==> config.mk <==
export PLATFORM = sky130hd
export DESIGN_NAME = goal_sprite_renderer
export DESIGN_NICKNAME = d
export VERILOG_FILES = /design/src/rtl/goal_pkg.sv /design/src/rtl/goal_flash_fsm.sv /design/src/rtl/goal_sprite_renderer.sv
export SDC_FILE = /design/constraint.sdc
export NUM_CORES = 1
export LEC_CHECK = 0
export BUFFER_PORTS_ARGS = -buffer_cell sky130_fd_sc_hd__buf_2
export CORE_UTILIZATION = 50
export DETAILED_ROUTE_END_ITERATION = 10
export GPL_ROUTABILITY_DRIVEN = 0
export PLACE_DENSITY = 0.8
export SETUP_SLACK_MARGIN = 0.15
export SLEW_MARGIN = 20
export SYNTH_ARGS = -nofsm -noshare
export SYNTH_HDL_FRONTEND = slang
export SYNTH_SLANG_ARGS = --single-unit
==> constraint.sdc <==
create_clock -name Clk -period 8 [get_ports Clk]
set_input_delay 0.4 -clock Clk [delete_from_list [all_inputs] [get_ports Clk]]
set_output_delay 0.4 -clock Clk [all_outputs]
set_load 0.005 [all_outputs]
==> src/rtl/goal_pkg.sv <==
// ============================================================================
// Module   : goal_pkg
// Brief    : Shared types and colour constants for the goal sprite renderer.
// Revision : 1.0 - initial release
// ============================================================================
`default_nettype none

package goal_pkg;

  typedef enum logic [1:0] {
    IDLE = 2'd0,
    LIT  = 2'd1,
    DARK = 2'd2
  } flash_state_t;

  localparam int          PALETTE_SIZE    = 16;
  localparam logic [4:0]  TRANSPARENT_IDX = 5'd0;
  localparam logic [23:0] FLASH_RGB       = 24'hFFFFFF;
  localparam logic [23:0] ERR_RGB         = 24'hFF00FF;

  localparam logic [23:0] PALETTE [PALETTE_SIZE] = '{
    24'h000000, 24'h202020, 24'hC0C0C0, 24'hE0E0E0,
    24'h808080, 24'h404040, 24'h00A000, 24'h006000,
    24'hFF0000, 24'h0000FF, 24'hFFFF00, 24'h00FFFF,
    24'h804000, 24'hA0A0FF, 24'h303060, 24'hF0F0F0
  };

  // Indices past the end of the table show up as magenta so bad art is visible.
  function automatic logic [23:0] palette_rgb(input logic [4:0] idx);
    if (idx < 5'(PALETTE_SIZE)) palette_rgb = PALETTE[idx[3:0]];
    else                        palette_rgb = ERR_RGB;
  endfunction

endpackage

`default_nettype wire

==> src/rtl/goal_flash_fsm.sv <==
// ============================================================================
// Module   : goal_flash_fsm
// Brief    : Lit/dark blink sequencer for the goal after a score.
// Revision : 1.0 - initial release
// ============================================================================
`default_nettype none

module goal_flash_fsm
  import goal_pkg::*;
#(
  parameter int FLASH_FRAMES  = 8,
  parameter int FLASH_TOGGLES = 6
) (
  input  logic Clk,
  input  logic Reset,
  input  logic frame_start,
  input  logic goal_scored,
  output logic flash_lit
);

  localparam int FW = $clog2(FLASH_FRAMES + 1);
  localparam int TW = $clog2(FLASH_TOGGLES + 1);

  flash_state_t   r_state, w_state_nxt;
  logic [FW-1:0]  r_frame_cnt, w_frame_cnt_nxt;
  logic [TW-1:0]  r_toggle_cnt, w_toggle_cnt_nxt;
  logic           w_period_end;
  logic           w_last_toggle;

  assign w_period_end  = (r_frame_cnt == FW'(FLASH_FRAMES - 1));
  assign w_last_toggle = (r_toggle_cnt == TW'(FLASH_TOGGLES - 1));

  always_ff @(posedge Clk) begin
    if (Reset) begin
      r_state      <= IDLE;
      r_frame_cnt  <= '0;
      r_toggle_cnt <= '0;
    end else begin
      r_state      <= w_state_nxt;
      r_frame_cnt  <= w_frame_cnt_nxt;
      r_toggle_cnt <= w_toggle_cnt_nxt;
    end
  end

  // A new score always wins, even over a coincident frame pulse.
  always_comb begin
    w_state_nxt      = r_state;
    w_frame_cnt_nxt  = r_frame_cnt;
    w_toggle_cnt_nxt = r_toggle_cnt;
    if (goal_scored) begin
      w_state_nxt      = LIT;
      w_frame_cnt_nxt  = '0;
      w_toggle_cnt_nxt = '0;
    end else if (frame_start && r_state != IDLE) begin
      if (w_period_end) begin
        w_frame_cnt_nxt = '0;
        if (w_last_toggle) begin
          w_state_nxt      = IDLE;
          w_toggle_cnt_nxt = '0;
        end else begin
          w_state_nxt      = (r_state == LIT) ? DARK : LIT;
          w_toggle_cnt_nxt = r_toggle_cnt + TW'(1);
        end
      end else begin
        w_frame_cnt_nxt = r_frame_cnt + FW'(1);
      end
    end
  end

  always_comb begin
    flash_lit = (r_state == LIT);
  end

endmodule

`default_nettype wire

==> src/rtl/goal_sprite_renderer.sv <==
// ============================================================================
// Module   : goal_sprite_renderer
// Brief    : Scan position -> sprite RAM address -> palette RGB, 3-clock pipe.
// Revision : 1.0 - initial release
// ============================================================================
`default_nettype none

module goal_sprite_renderer
  import goal_pkg::*;
#(
  parameter int SPRITE_W      = 70,
  parameter int SPRITE_H      = 165,
  parameter int FLASH_FRAMES  = 8,
  parameter int FLASH_TOGGLES = 6
) (
  input  logic        Clk,
  input  logic        Reset,
  input  logic [9:0]  DrawX,
  input  logic [9:0]  DrawY,
  input  logic        frame_start,
  input  logic [9:0]  goal_x,
  input  logic [9:0]  goal_y,
  input  logic        goal_scored,
  output logic [13:0] rom_addr,
  input  logic [4:0]  rom_data,
  output logic        pixel_on,
  output logic [7:0]  red,
  output logic [7:0]  green,
  output logic [7:0]  blue
);

  logic [9:0]  r_gx, r_gy;
  logic [10:0] w_x_end, w_y_end;
  logic        w_in_box;
  logic [9:0]  w_rel_x, w_rel_y;
  logic [13:0] w_addr;
  logic [13:0] r_rom_addr;
  logic        r_in_box_d1, r_in_box_d2, r_flash_d2;
  logic        w_flash_lit;
  logic        w_opaque;
  logic [23:0] w_rgb;
  logic        r_pixel_on;
  logic [23:0] r_rgb;

  goal_flash_fsm #(
    .FLASH_FRAMES  (FLASH_FRAMES),
    .FLASH_TOGGLES (FLASH_TOGGLES)
  ) u_flash_fsm (
    .Clk         (Clk),
    .Reset       (Reset),
    .frame_start (frame_start),
    .goal_scored (goal_scored),
    .flash_lit   (w_flash_lit)
  );

  // Box edges in 11 bits so a sprite hanging off the right/bottom never wraps.
  assign w_x_end  = {1'b0, r_gx} + 11'(SPRITE_W);
  assign w_y_end  = {1'b0, r_gy} + 11'(SPRITE_H);
  assign w_in_box = ({1'b0, DrawX} >= {1'b0, r_gx}) && ({1'b0, DrawX} < w_x_end) &&
                    ({1'b0, DrawY} >= {1'b0, r_gy}) && ({1'b0, DrawY} < w_y_end);
  assign w_rel_x  = DrawX - r_gx;
  assign w_rel_y  = DrawY - r_gy;
  assign w_addr   = 14'(w_rel_y) * 14'(SPRITE_W) + 14'(w_rel_x);

  assign w_opaque = r_in_box_d2 && (rom_data != TRANSPARENT_IDX);
  assign w_rgb    = !w_opaque  ? 24'h000000 :
                    r_flash_d2 ? FLASH_RGB  : palette_rgb(rom_data);

  always_ff @(posedge Clk) begin
    if (Reset) begin
      r_gx        <= '0;
      r_gy        <= '0;
      r_rom_addr  <= '0;
      r_in_box_d1 <= 1'b0;
      r_in_box_d2 <= 1'b0;
      r_flash_d2  <= 1'b0;
      r_pixel_on  <= 1'b0;
      r_rgb       <= '0;
    end else begin
      if (frame_start) begin
        r_gx <= goal_x;
        r_gy <= goal_y;
      end
      r_rom_addr  <= w_in_box ? w_addr : 14'd0;
      r_in_box_d1 <= w_in_box;
      r_in_box_d2 <= r_in_box_d1;
      r_flash_d2  <= w_flash_lit;
      r_pixel_on  <= w_opaque;
      r_rgb       <= w_rgb;
    end
  end

  assign rom_addr = r_rom_addr;
  assign pixel_on = r_pixel_on;
  assign red      = r_rgb[23:16];
  assign green    = r_rgb[15:8];
  assign blue     = r_rgb[7:0];

endmodule

`default_nettype wire

After elaboration in Yosys (flattened, before gate mapping). Memories as Yosys holds them, arrays and structs flattened. Index checks and enable logic that the tools add are counted. W data, S select, Z words.

Add/subtract/negate cells: 7. Multiply operators: 1. Magnitude comparators: 6. Equal/unequal tests: 3. Mux-type cells: 11. Bitwise operators: 3. Reductions and logical operators: 14.

Operators with widths (count): $mux W24 (4); $lt A10 B11 Y1 (2); $ge A10 B10 Y1 (2); $sub A10 B10 Y10 (2); $add A14 B10 Y14 (1); $mul A10 B6 Y13 const B (1); $add A10 B7 Y11 const B (1); $add A10 B8 Y11 const B (1); $reduce_bool A2 Y1 (3); $reduce_or A2 Y1 (3); $ge A5 B5 Y1 const B (1); $logic_and A1 B1 Y1 (5); $lt A5 B5 Y1 const B (1); $not A4 Y5 (1); $reduce_bool A5 Y1 (1); $add A4 B1 Y4 const B (1); $eq A4 B3 Y1 const B (1); $mux W2 (2); $mux W4 (1); $reduce_and A2 Y1 (2); $add A3 B1 Y3 const B (1); $eq A3 B3 Y1 const B (1); $mux W1 (3); $mux W3 (1); other kinds (2) (3).

Flip-flop bits (word level): 71. Bits in read-only memories: 384. Input port bits: 49. Output and inout port bits: 39. Word-level logic and storage cells: 58. Memories kept: 1.

Memory list: (name not given) (words 16, bits a word 24, read ports 1, clocked after Yosys merged registers in 0, wr ports 0, line goal_pkg.sv:30) `if (idx < 5'(PALETTE_SIZE)) palette_rgb = PALETTE[idx[3:0]];`.

Longest topological paths before layout.
Word-level depth: 7. Mapped depth: 23. Depth with buffers taken out: 23.

Hierarchy. A second synthesis with hierarchy kept.

Cells, all modules: 592. Area, all modules: 5119.9 µm².

By module, submodules not included: goal_sprite_renderer (instances 1, cells an instance 543, area each 4683.2 µm²); goal_flash_fsm (instances 1, cells an instance 49, area each 436.7 µm²).

Worst setup path after synthesis. OpenSTA, ideal clock, no wires.

Path type: in2reg. Start point: input DrawY[0]. End point: register r_rom_addr[12], in the netlist rom_addr[12]. Data arrival time: 4694 ps. Data required time: 7885 ps. Slack: 3191 ps. Stages: 23. Path buffers: 0. Cell sequence: inv_1 ha_1 inv_1 fa_1 a21o_2 a21boi_4 xnor2_1 ha_1 ha_1 fa_1 ha_1 o21ai_0 nor2_1 o21a_1 nor2_1 xnor2_1 ha_1 a211oi_1 nand3b_1 o21ai_0 nand3b_1 xnor2_1 nor2_2.

Cells in the longest elaborated chain, start to end: 5. Elaborated cells on any way between the ends: 9. Classes of those cells: add/sub (2); mul (1); order compare (2); bitwise (1); reduce/logical (3).

Ends and longest elaborated chain: from (decl) (line goal_sprite_renderer.sv:19) `input logic [9:0] DrawY,`; parallel branches: the longest is 5 deep, another holds $add A14 B10 Y14; to (signal assigned) (line goal_sprite_renderer.sv:84) `r_rom_addr <= w_in_box ? w_addr : 14'd0;`; to (decl) (line goal_sprite_renderer.sv:37) `logic [13:0] r_rom_addr;`.

Parallel ways; which one is timed is not known. A chain may end at the register's enable or synchronous reset.

Worst setup path after layout.
Start point: register r_gy[2]. End point: register r_rom_addr[12], in the netlist rom_addr[12].

Cells in the longest elaborated chain, start to end: 5. Elaborated cells on any way between the ends: 10. Classes of those cells: add/sub (3); mul (1); order compare (2); bitwise (1); reduce/logical (3).

Ends and longest elaborated chain: from (decl) (line goal_sprite_renderer.sv:32) `logic [9:0] r_gx, r_gy;`; from (signal assigned) (line goal_sprite_renderer.sv:82) `r_gy <= goal_y;`; parallel branches: the longest is 5 deep, another holds $add A14 B10 Y14.

Parallel ways; which one is timed is not known.

==> results.py <==
metrics = {
    "worst_setup_path": {
        "worstSetupPathType": "reg -> reg",
        "cp_common_cell": "ha_1",
        "worstReg2RegEnd": "rom_addr[12]$_SDFF_PP0_",
        "r2r_slack_ns": 2.79,
        "critPathArrivalTime_ns": 5.45,
        "slowest_delay_ns": 0.49,
        "critPathBufInv": 1,
        "r2r_cells": 23,
        "path_cells": "inv_1 > ha_1 > a21oi_1 > nand2_1 > a21o_1 > a21oi_1 > xnor2_1 > ha_1 > ha_1 > fa_1 > ha_1 > o21ai_0 > nor2_1 > o21a_1 > nor2_1 > xnor2_1 > ha_1 > a211oi_1 > nand3b_1 > o21ai_0 > nand3b_1 > xnor2_1 > nor2_2",
        "cp.required_ns": 8.24,
        "worstSetupStartpoint": "r_gy[2]$_SDFFE_PP0P_",
        "critPathTopFamily": "adder cells",
        "cp_max_fo": 6,
        "timing.rr.start": "r_gy[2]$_SDFFE_PP0P_",
        "cp-end-kind": "register",
        "critPathSlowestCell": "fa_1",
        "start_kind": "register",
    },
    "power_and_ir_drop": {
        "ir_worst_vdd_mv": 0.2294,
        "powerDensity_nw_per_um2": 302.8,
        "power.switching_w": 0.0007744,
        "p_leak_nw": 2.815,
        "pwr-share-seq_pct": 18.9,
        "cellInternalPower_w": 0.0009892,
        "pwr-share-clk_pct": 15.4,
        "combPwrFrac_pct": 65.6,
        "swShare_pct": 43.91,
    },
    "flow_run": {
        "drv_cap": 0,
    },
    "synthesis": {
        "synth.avg_cell_area_sq_um": 8.566,
        "synth_cell_types": 66,
        "synth_edf_count": 0,
        "ys_async_sr_fraction_pct": 0,
        "yosys_warnings": 0,
        "syn_inst": 604,
        "synthesis.area_sq_um": 5174,
        "synth_seq_cells": 62,
        "ys.flop_type": "dfxtp_1",
        "syn_nets": 747,
        "synth-seq-area-share_pct": 23.99,
    },
    "clocking": {
        "numCtsBuffers": 9,
        "cts_max_level": 3,
        "cts_num_sinks": 62,
        "cts.clk_slew.worst_paths_ns": 0.07,
        "post-cts-setup-buffers": 0,
        "ctsResizeCount": 0,
        "clk_path_buf_depth": 2,
        "insertion_delay_ns": 0.35,
        "cts_tree": "done",
        "cts_hold_buf": 0,
        "cts_root_buf": "clkbuf_8",
    },
    "global_routing": {
        "track_usage_pct": 20.90,
        "grt_pass1_wl_mm": 18.59,
        "grt_antenna_before_repair": 0,
        "gr-total-overflow": 0,
        "grt_pass1_vias": 4172,
        "grt_max_degree": 27,
    },
    "sta": {
        "min_period_over_period_pct": 65.08,
        "finalCriticalPeriod_ns": 5.207,
        "hold_viol": 0,
        "setup_viol": 0,
        "rsz0062_at_grt": "no",
        "fin_ws_ns": 2.793,
        "worst_slew_pin_slew_ns": 0.6102,
        "max_freq_ghz": 0.1921,
        "final-max-slew-violation-count": 0,
        "relSlewSlack_pct": 59.32,
        "fin_tns_setup_ns": 0,
        "fin_skew_ns": 0.007331,
    },
    "detailed_routing": {
        "route.detailed.drc": 0,
        "wl_per_cell_microns": 13.41,
        "drt_pass1_iterations": 5,
        "vias": 4360,
        "via_per_inst": 5.350,
        "drt_iter0_drc": 269,
        "ant_nets": 0,
        "postRouteWirelength_mm": 10.93,
    },
    "place": {
        "placed_cells": 801,
        "pre_cts_slack_ns": 2.735,
        "hpwl_mm": 8.722,
        "port-buffer-count": 87,
    },
    "floorplan": {
        "die_y_microns": 103.7,
        "num_rows": 36,
        "ios": 88,
        "die_area_sq_um": 10760,
        "coreArea_sq_um": 9910,
        "fp.dieW_microns": 103.7,
        "floorplan.initialDensity_pct": 52.21,
    },
    "min_path": {
        "min_to": "r_gy[7]$_SDFFE_PP0P_",
        "hold_depth": 3,
        "holdCritStartpoint": "goal_y[7]",
        "min_path_type": "in -> reg",
    },
    "layout": {
        "register_area_sq_um": 1241,
        "multi_input_area_sq_um": 3573,
        "area_growth_syn_to_layout_pct": 12.58,
        "final.fill_count": 876,
        "drive_gt1_share_pct": 18.04,
        "stdcell_count": 815,
        "num_antenna_cells": 0,
        "finish.net_count": 822,
    },
    "run_status": {
        "outcome": "completed",
    },
}
## how the worst max path moves through the flow
| stage | end | slack, ns | depth (start not counted) |
|---|---|---|---|
| final | rom_addr[12]$_SDFF_PP0_ | 2.79 | 23 |
| after global routing | rom_addr[12]$_SDFF_PP0_ | 2.46 | 23 |
| after CTS | rom_addr[12]$_SDFF_PP0_ | 2.84 | 23 |
| after detailed placement | rom_addr[12]$_SDFF_PP0_ | 2.74 | 24 |
| after global placement | rom_addr[12]$_SDFF_PP0_ | 2.92 | 24 |
| after floorplan | rom_addr[12]$_SDFF_PP0_ | 3.19 | 23 |
## placed cells by master (no fill, tap or decap), types with 2 or more instances in the layout
master	instances
buf_2	87
ha_1	85
nor2_1	66
dfxtp_1	62
inv_1	58
a21oi_1	44
xnor2_1	32
nand2_1	28
o21ai_0	22
mux2i_1	22
xor2_1	18
nor2b_1	13
a21o_1	10
clkbuf_8	10
nor3_1	9
nor2_2	9
fa_1	9
nand2b_1	8
a211oi_1	7
nand3b_1	6
o21a_1	6
nand3_1	5
nand4_1	4
o211ai_1	4
a31oi_1	4
o2111ai_1	3
or3_1	3
o21ai_1	2
or2_2	2
nand4b_1	2
nor4b_1	2
a2111oi_0	2
nor4_1	2
o31a_1	2
a311oi_1	2
clkinv_2	2
## synthesized netlist by cell type, types with 10 or more instances
cell	instances	area share, %
ha_1	85	21
nor2_1	66	4.8
dfxtp_1	62	24
inv_1	58	4.2
a21oi_1	44	4.3
xnor2_1	32	5.4
nand2_1	28	2.0
mux2i_1	22	4.3
o21ai_0	22	2.1
xor2_1	18	3.0
nor2b_1	13	1.6
a21o_1	10	1.5
## flip-flops by register name, summed over array words and instances, names as in the netlist, 2 cells and up
name / count
r_rgb: 15
r_gy: 10
u_flash_fsm.r_toggle_cnt: 3
u_flash_fsm.r_state: 2
r_gx: 10
u_flash_fsm.r_frame_cnt: 4
rom_addr: 14
## through the flow
| stage | power (W) | utilization (%) | instance area [sq um] | hold slack, ns |
|---|---|---|---|---|
| floorplan | 0.001282 | - | 5174 | 0.4138 |
| global placement | 0.001446 | 56.89 | 5638 | 0.4244 |
| detailed placement | 0.001477 | 56.89 | 5638 | 0.4387 |
| CTS | 0.001763 | 58.78 | 5824 | 0.2795 |
| global route | 0.001938 | 58.78 | 5824 | 0.2815 |
| finish | 0.001764 | 58.78 | 5824 | 0.2813 |
## worst register-to-register path, delay by kind of cell (launching register included)
family / cells / cell delay (ns)
fa+ha+maj: 6 / 2.14
compound gates: 7 / 1.31
simple gates: 6 / 0.67
xor+xnor: 3 / 0.49
flops: 1 / 0.41
buf+inv: 1 / 0.08
## logic make-up after synthesis
logic type	synth area share [%]
flops	23.99
xor+xnor	8.464
compound gates	15.89
simple gates	16.42
buf+inv	6.940
fa+ha+maj	24.04
mux	4.256
## area by class of cell
class	count	area share (%)
multi-input combinational	460	61.35
sequential	62	21.31
timing repair buffer	87	7.476
inverter	59	3.802
tap	133	2.857
clock buffer	10	2.363
clock inverter	4	0.8378
## metal layers
| layer | GRT usage, % | vias up | routed length (microns) |
|---|---|---|---|
| met5 | 0 | - | 0 |
| met2 | 35.67 | 87 | 5129 |
| met1 | 26.30 | 2027 | 5176 |
| li1 | - | 2227 | - |
| met3 | 3.713 | 19 | 389 |
| met4 | 7.653 | 0 | 237 |
## power by group through the flow
stage / logic (W) / clock network [W] / registers (W)
2_1_floorplan: 0.000942 / 0 / 0.000341
4_1_cts: 0.00115 / 0.000277 / 0.000334
6_report: 0.00116 / 0.000272 / 0.000334
5_1_grt: 0.00131 / 0.000295 / 0.000336
3_5_place_dp: 0.00114 / 0 / 0.000341
3_3_place_gp: 0.00111 / 0 / 0.000340
Power figures use the tool's default switching activity.
